$ cat src/rtl/uart_mmio_pkg.sv
// Shared constants and types for the UART MMIO controller: select nibble,
// register offsets and the transmit FSM state encoding.
package uart_mmio_pkg;

  localparam logic [3:0] UART_SEL_DEF = 4'b1000;

  localparam logic [4:0] OFF_CTRL = 5'h00;
  localparam logic [4:0] OFF_RX   = 5'h04;
  localparam logic [4:0] OFF_TX   = 5'h08;
  localparam logic [4:0] OFF_CYC  = 5'h10;

  typedef enum logic {
    IDLE = 1'b0,
    SEND = 1'b1
  } tx_state_e;

endpackage

$ cat src/rtl/uart_rx_fifo.sv
// Synchronous FIFO for received bytes; pointers carry an extra wrap bit so
// full and empty are distinguished without a separate count.
module uart_rx_fifo #(
  parameter int DEPTH = 4,
  parameter int WIDTH = 8
) (
  input  logic             clk,
  input  logic             rst,
  input  logic             i_push,
  input  logic [WIDTH-1:0] i_din,
  input  logic             i_pop,
  output logic [WIDTH-1:0] o_dout,
  output logic             o_full,
  output logic             o_empty
);

  localparam int AW = $clog2(DEPTH);

  logic [WIDTH-1:0] r_mem [DEPTH];
  logic [AW:0]      r_wptr;
  logic [AW:0]      r_rptr;
  logic             w_do_push;
  logic             w_do_pop;

  assign o_empty   = (r_wptr == r_rptr);
  assign o_full    = (r_wptr[AW] != r_rptr[AW]) && (r_wptr[AW-1:0] == r_rptr[AW-1:0]);
  assign w_do_push = i_push && !o_full;
  assign w_do_pop  = i_pop && !o_empty;
  assign o_dout    = r_mem[r_rptr[AW-1:0]];

  always_ff @(posedge clk) begin
    if (w_do_push) r_mem[r_wptr[AW-1:0]] <= i_din;
  end

  always_ff @(posedge clk or posedge rst) begin
    if (rst) begin
      r_wptr <= '0;
      r_rptr <= '0;
    end else begin
      if (w_do_push) r_wptr <= r_wptr + 1'b1;
      if (w_do_pop)  r_rptr <= r_rptr + 1'b1;
    end
  end

endmodule

$ cat src/rtl/uart_mmio_ctrl.sv
// MEM-stage MMIO front end for a UART: TX holding register with stall, RX
// buffer, cycle counter. Define UART_RX_FIFO_EN for a multi-entry RX FIFO.
module uart_mmio_ctrl
  import uart_mmio_pkg::*;
#(
  parameter logic [3:0] UART_SEL      = UART_SEL_DEF,
  parameter int         RX_FIFO_DEPTH = 4
) (
  input  logic        clk,
  input  logic        rst,
  input  logic [31:0] addr,
  input  logic [31:0] wdata,
  input  logic        rd_en,
  input  logic        wr_en,
  output logic [31:0] rdata,
  output logic        stall,
  output logic [7:0]  uart_din,
  output logic        uart_din_valid,
  input  logic        uart_din_ready,
  input  logic [7:0]  uart_dout,
  input  logic        uart_dout_valid,
  output logic        uart_dout_ready
);

  if (RX_FIFO_DEPTH < 2 || (RX_FIFO_DEPTH & (RX_FIFO_DEPTH - 1)) != 0) begin : g_bad_depth
    $error("RX_FIFO_DEPTH must be a power of two >= 2");
  end

  logic        w_sel;
  logic [4:0]  w_off;
  logic        w_rd_rx;
  logic        w_wr_tx;
  logic        w_wr_cyc;
  logic        w_unused_bits;

  assign w_sel    = (addr[31:28] == UART_SEL);
  assign w_off    = addr[4:0];
  assign w_rd_rx  = rd_en && w_sel && (w_off == OFF_RX);
  assign w_wr_tx  = wr_en && w_sel && (w_off == OFF_TX);
  assign w_wr_cyc = wr_en && w_sel && (w_off == OFF_CYC);
  assign w_unused_bits = &{1'b0, addr[27:5], wdata[31:8]};

  // ---------------- transmit path ----------------
  tx_state_e r_state;
  tx_state_e w_state_nxt;
  logic [7:0] r_din;

  always_ff @(posedge clk or posedge rst) begin
    if (rst) r_state <= IDLE;
    else     r_state <= w_state_nxt;
  end

  always_comb begin
    w_state_nxt = r_state;
    stall       = 1'b0;
    case (r_state)
      IDLE: if (w_wr_tx) w_state_nxt = SEND;
      SEND: begin
        // Store is held by the CPU and retried; it lands once FSM is IDLE.
        stall = w_wr_tx;
        if (uart_din_ready) w_state_nxt = IDLE;
      end
      default: w_state_nxt = IDLE;
    endcase
  end

  always_ff @(posedge clk or posedge rst) begin
    if (rst)                           r_din <= 8'h00;
    else if (r_state == IDLE && w_wr_tx) r_din <= wdata[7:0];
  end

  assign uart_din       = r_din;
  assign uart_din_valid = (r_state == SEND);

  // ---------------- receive path ----------------
  logic       w_rx_valid;
  logic [7:0] w_rx_byte;
  logic       w_rx_pop;

  assign w_rx_pop = w_rd_rx && w_rx_valid;

`ifdef UART_RX_FIFO_EN
  logic w_fifo_full;
  logic w_fifo_empty;
  logic w_push;

  assign w_push = uart_dout_valid && !w_fifo_full;

  uart_rx_fifo #(
    .DEPTH (RX_FIFO_DEPTH),
    .WIDTH (8)
  ) u_rx_fifo (
    .clk     (clk),
    .rst     (rst),
    .i_push  (w_push),
    .i_din   (uart_dout),
    .i_pop   (w_rx_pop),
    .o_dout  (w_rx_byte),
    .o_full  (w_fifo_full),
    .o_empty (w_fifo_empty)
  );

  assign uart_dout_ready = !w_fifo_full;
  assign w_rx_valid      = !w_fifo_empty;
`else
  logic       r_rx_full;
  logic [7:0] r_rx_byte;

  // Ready is low while full, so a pop and a capture never share a cycle.
  always_ff @(posedge clk or posedge rst) begin
    if (rst) begin
      r_rx_full <= 1'b0;
      r_rx_byte <= 8'h00;
    end else if (uart_dout_valid && !r_rx_full) begin
      r_rx_full <= 1'b1;
      r_rx_byte <= uart_dout;
    end else if (w_rx_pop) begin
      r_rx_full <= 1'b0;
    end
  end

  assign uart_dout_ready = !r_rx_full;
  assign w_rx_valid      = r_rx_full;
  assign w_rx_byte       = r_rx_byte;
`endif

  // ---------------- cycle counter ----------------
  logic [31:0] r_cyc;

  always_ff @(posedge clk or posedge rst) begin
    if (rst)           r_cyc <= 32'h0;
    else if (w_wr_cyc) r_cyc <= 32'h0;
    else               r_cyc <= r_cyc + 32'h1;
  end

  // ---------------- load path ----------------
  logic [31:0] w_rdata;
  logic [31:0] r_rdata;

  always_comb begin
    w_rdata = 32'h0;
    if (w_sel) begin
      case (w_off)
        OFF_CTRL: w_rdata = {30'b0, w_rx_valid, (r_state == IDLE)};
        OFF_RX:   w_rdata = w_rx_valid ? {24'b0, w_rx_byte} : 32'h0;
        OFF_CYC:  w_rdata = r_cyc;
        default:  w_rdata = 32'h0;
      endcase
    end
  end

  always_ff @(posedge clk or posedge rst) begin
    if (rst)        r_rdata <= 32'h0;
    else if (rd_en) r_rdata <= w_rdata;
  end

  assign rdata = r_rdata;

endmodule

$ cat config.mk
export PLATFORM = sky130hd
export DESIGN_NAME = uart_mmio_ctrl
export DESIGN_NICKNAME = d
export VERILOG_FILES = /design/src/rtl/uart_mmio_pkg.sv /design/src/rtl/uart_rx_fifo.sv /design/src/rtl/uart_mmio_ctrl.sv
export SDC_FILE = /design/constraint.sdc
export NUM_CORES = 1
export LEC_CHECK = 0
export CORE_UTILIZATION = 47
export CTS_BUF_LIST = sky130_fd_sc_hd__clkbuf_8
export CTS_CLUSTER_DIAMETER = 150
export DETAILED_ROUTE_END_ITERATION = 7
export PLACE_DENSITY_LB_ADDON = 0.25
export SYNTH_ARGS = -nofsm -noshare
export SYNTH_HDL_FRONTEND = slang
export SYNTH_HIERARCHICAL = 1
export SYNTH_SLANG_ARGS = --single-unit
$ cat constraint.sdc
create_clock -name clk -period 3.8 [get_ports clk]
set_input_delay 1.14 -clock clk [delete_from_list [all_inputs] [get_ports clk]]
set_output_delay 1.14 -clock clk [all_outputs]
set_load 0.005 [all_outputs]
==> results_dict.tcl <==
set metrics [dict create \
    skew_ns 0.0110 \
    place_congestion 0.777 \
    clk_path_buf_depth 2 \
    timing.hold.ws_ns 0.492 \
    wirelength_microns 7520 \
    grt_pass1_wl_microns 13200 \
    holdBufCountCts 0 \
    hold_path_class "reg2reg" \
    r2r_end "r_cyc[31]" \
    viasPerCell 5.62 \
    rrSetupSlack_ns 1.46 \
    period_share_pct 96.0 \
    synth.yosys.seq_area_share_pct 56.5 \
    dieArea_sq_um 8080 \
    multi_input_area_sq_um 1450 \
    cts-root-buf "clkbuf_8" \
    htreeDepth 3 \
    maxCapViolations 0 \
    netlist_area_sq_um 3630 \
    grt_use_total_pct 20.2 \
    die_h_microns 89.9 \
    most-common-layout-cells "dfrtp_1 (82), clkdlybuf4s50_1 (72), a22o_1 (24), nand2_1 (18), a21oi_1 (17)" \
    area_delta_synth_final_pct 28.6 \
    drt_iter0_drc 146 \
    clk_latency_ns 0.35 \
    synth.distinct_cells 42 \
    drive_gt1_share_pct 11.8 \
    cts_tree "yes" \
    p_per_area_nw_per_um2 373 \
    final_util_pct 63.4 \
    grt_max_degree 47 \
    antenna_found_initial 0 \
    post-place-ws_ns -0.159 \
    grt_setup_unrepaired "false" \
    power.leakage_uw 0.00193 \
    met3_usage_pct 5.50 \
    synth.net_count 398 \
    ff_latch_area_sq_um 2050 \
    mostFrequentLayoutCell "dfrtp_1" \
    finalNetCount 472 \
    grt-ovfl-total 0 \
    crit_arrival_ns 2.51 \
    ys_ff_latch 82 \
    setup_slack_ns 0.153 \
    post-route-min-period_ns 3.65 \
    cts_num_sinks 82 \
    setup_violations 0 \
    crit_type "in2out" \
    grt_use_met2_pct 31.5 \
    design.core.area_sq_um 7370 \
    worstSetupStartpoint "addr[29]" \
    rows 31 \
    critPathMaxFanout 2 \
    dpl.hpwl_microns 5130 \
    netlist.area_leader.share_pct 56.5 \
    synth_area_per_cell_sq_um 11.4 \
    die_w_microns 89.9 \
    io_pins 121 \
    cts.reportedPaths.clkPinSlew_ns 0.08 \
    netlist_instances 319 \
    r2r_start "r_cyc[2]" \
    ys_top_cells_by_area "dfrtp_1 (56%), a22o_1 (5.8%), mux2_2 (4.7%), a21oi_1 (2.3%), or4_1 (2.1%)" \
    grt_most_used_layer "met2" \
    synth_warnings 6 \
    routedWlPerCell_microns 15.1 \
    num_antenna_cells 0 \
    cp.required_ns 2.66 \
    initial_core_util_pct 49.3 \
    maxSlewHeadroom_pct 46.2 \
    start_kind "input pin" \
    grt_pass1_vias 2753 \
    endpoint "stall" \
    maxClockFrequency_mhz 274 \
    vias 2791 \
    finalMaxSlewViolations 0 \
    port_buffers 73 \
    drc 0 \
    synth_top_cell_by_area "dfrtp_1" \
    run_status "finished, final reports clean" \
    finalHoldViolations 0 \
    crit_path_end_kind "output port" \
    drt_first_pass_iters 4 \
    postCtsResizedCells 1 \
    use_met1_pct 27.5 \
    vdd_ir_drop_max_uv 246 \
    r2r_cells 4 \
    postCtsSetupRepairBufs 0 \
    fillCellCount 611 \
    worstMarginPinSlew_ns 0.807 \
    cts_made_buffers 9 \
    ant_nets 0 \
]
==> worst max-delay path, cell delays in order <==
cell	delay, ns
clkdlybuf4s50_1	0.44
nor4b_4	0.30
nand2_1	0.11
nor4_1	0.25
dlygate4sd2_1	0.27
==> Yosys cell counts (all sizes together) <==
library cell / number
nor4b: 1
a31oi: 1
a22o: 24
mux2: 15
clkbuf: 18
or4: 10
nand2b: 7
xnor2: 4
ha: 1
and2: 4
xor2: 5
o21a: 2
or2: 2
buf: 2
o311ai: 1
o31ai: 9
o21ai: 6
nand3: 9
a21oi: 17
o21bai: 1
a22oi: 6
mux2i: 4
nor3: 5
o41ai: 1
or3: 7
and3: 2
nand4: 9
and4b: 1
dfrtp: 82
a211oi: 2
nor2b: 2
and4: 4
nor4: 4
o2bb2ai: 8
or4b: 1
inv: 12
nor2: 12
nand2: 18
==> metal layers <==
layer,up-vias,share of wire (%)
li1,1327,-
met1,1375,46
met2,79,46
met3,10,5.9
met4,0,1.3
met5,-,0
==> metrics by stage <==
step	std cells	total power (uW)	TNS, ns	cell area, sq um
floorplan	319	1100	0	3630
global placement	481	1170	-0.172	4490
detailed placement	481	1180	-0.159	4490
CTS	497	1760	0	4670
global route	497	1830	0	4670
finish	497	1740	0	4670
==> state kept, by name, summed over array words and instances, names as in the netlist <==
signal and flops:
uart_din_valid 1, r_rx_full 1, rdata 32, uart_din 8, r_cyc 32, r_rx_byte 8
==> how the worst min path moves through the flow <==
stage / from / endpoint / cells past startpoint
2_1_floorplan: r_cyc[0] / r_cyc[0] / 1
3_3_place_gp: rdata[7] / rdata[7] / 1
3_5_place_dp: rdata[7] / rdata[7] / 1
4_1_cts: rdata[7] / rdata[7] / 1
5_1_grt: rdata[7] / rdata[7] / 1
6_report: rdata[7] / rdata[7] / 1
==> cell type report <==
| type | count | area share [%] |
|---|---|---|
| clock buffer | 11 | 3.24 |
| timing repair buffer | 83 | 17.5 |
| sequential | 82 | 43.9 |
| tap | 99 | 2.65 |
| multi-input combinational | 205 | 31.1 |
| clock inverter | 5 | 0.643 |
| inverter | 12 | 0.991 |
==> cells by family after synthesis <==
| logic type | synth area share [%] |
|---|---|
| and+or+nand+nor | 16.0 |
| buffers and inverters | 3.55 |
| DFF | 56.5 |
| AOI/OAI and AO/OA | 15.7 |
| adders and majority gates | 0.344 |
| muxes | 5.75 |
| xor gates and xnor gates | 2.17 |
==> power breakdown <==
part / switching, uW / internal, uW / leakage (uW)
combinational: 68.9 / 85.8 / 0.000768
sequential: 79.0 / 930 / 0.00107
clock: 312 / 270 / 0.0000965
total: 459 / 1290 / 0.00193
Note: power is estimated with default switching activity, not from simulation.
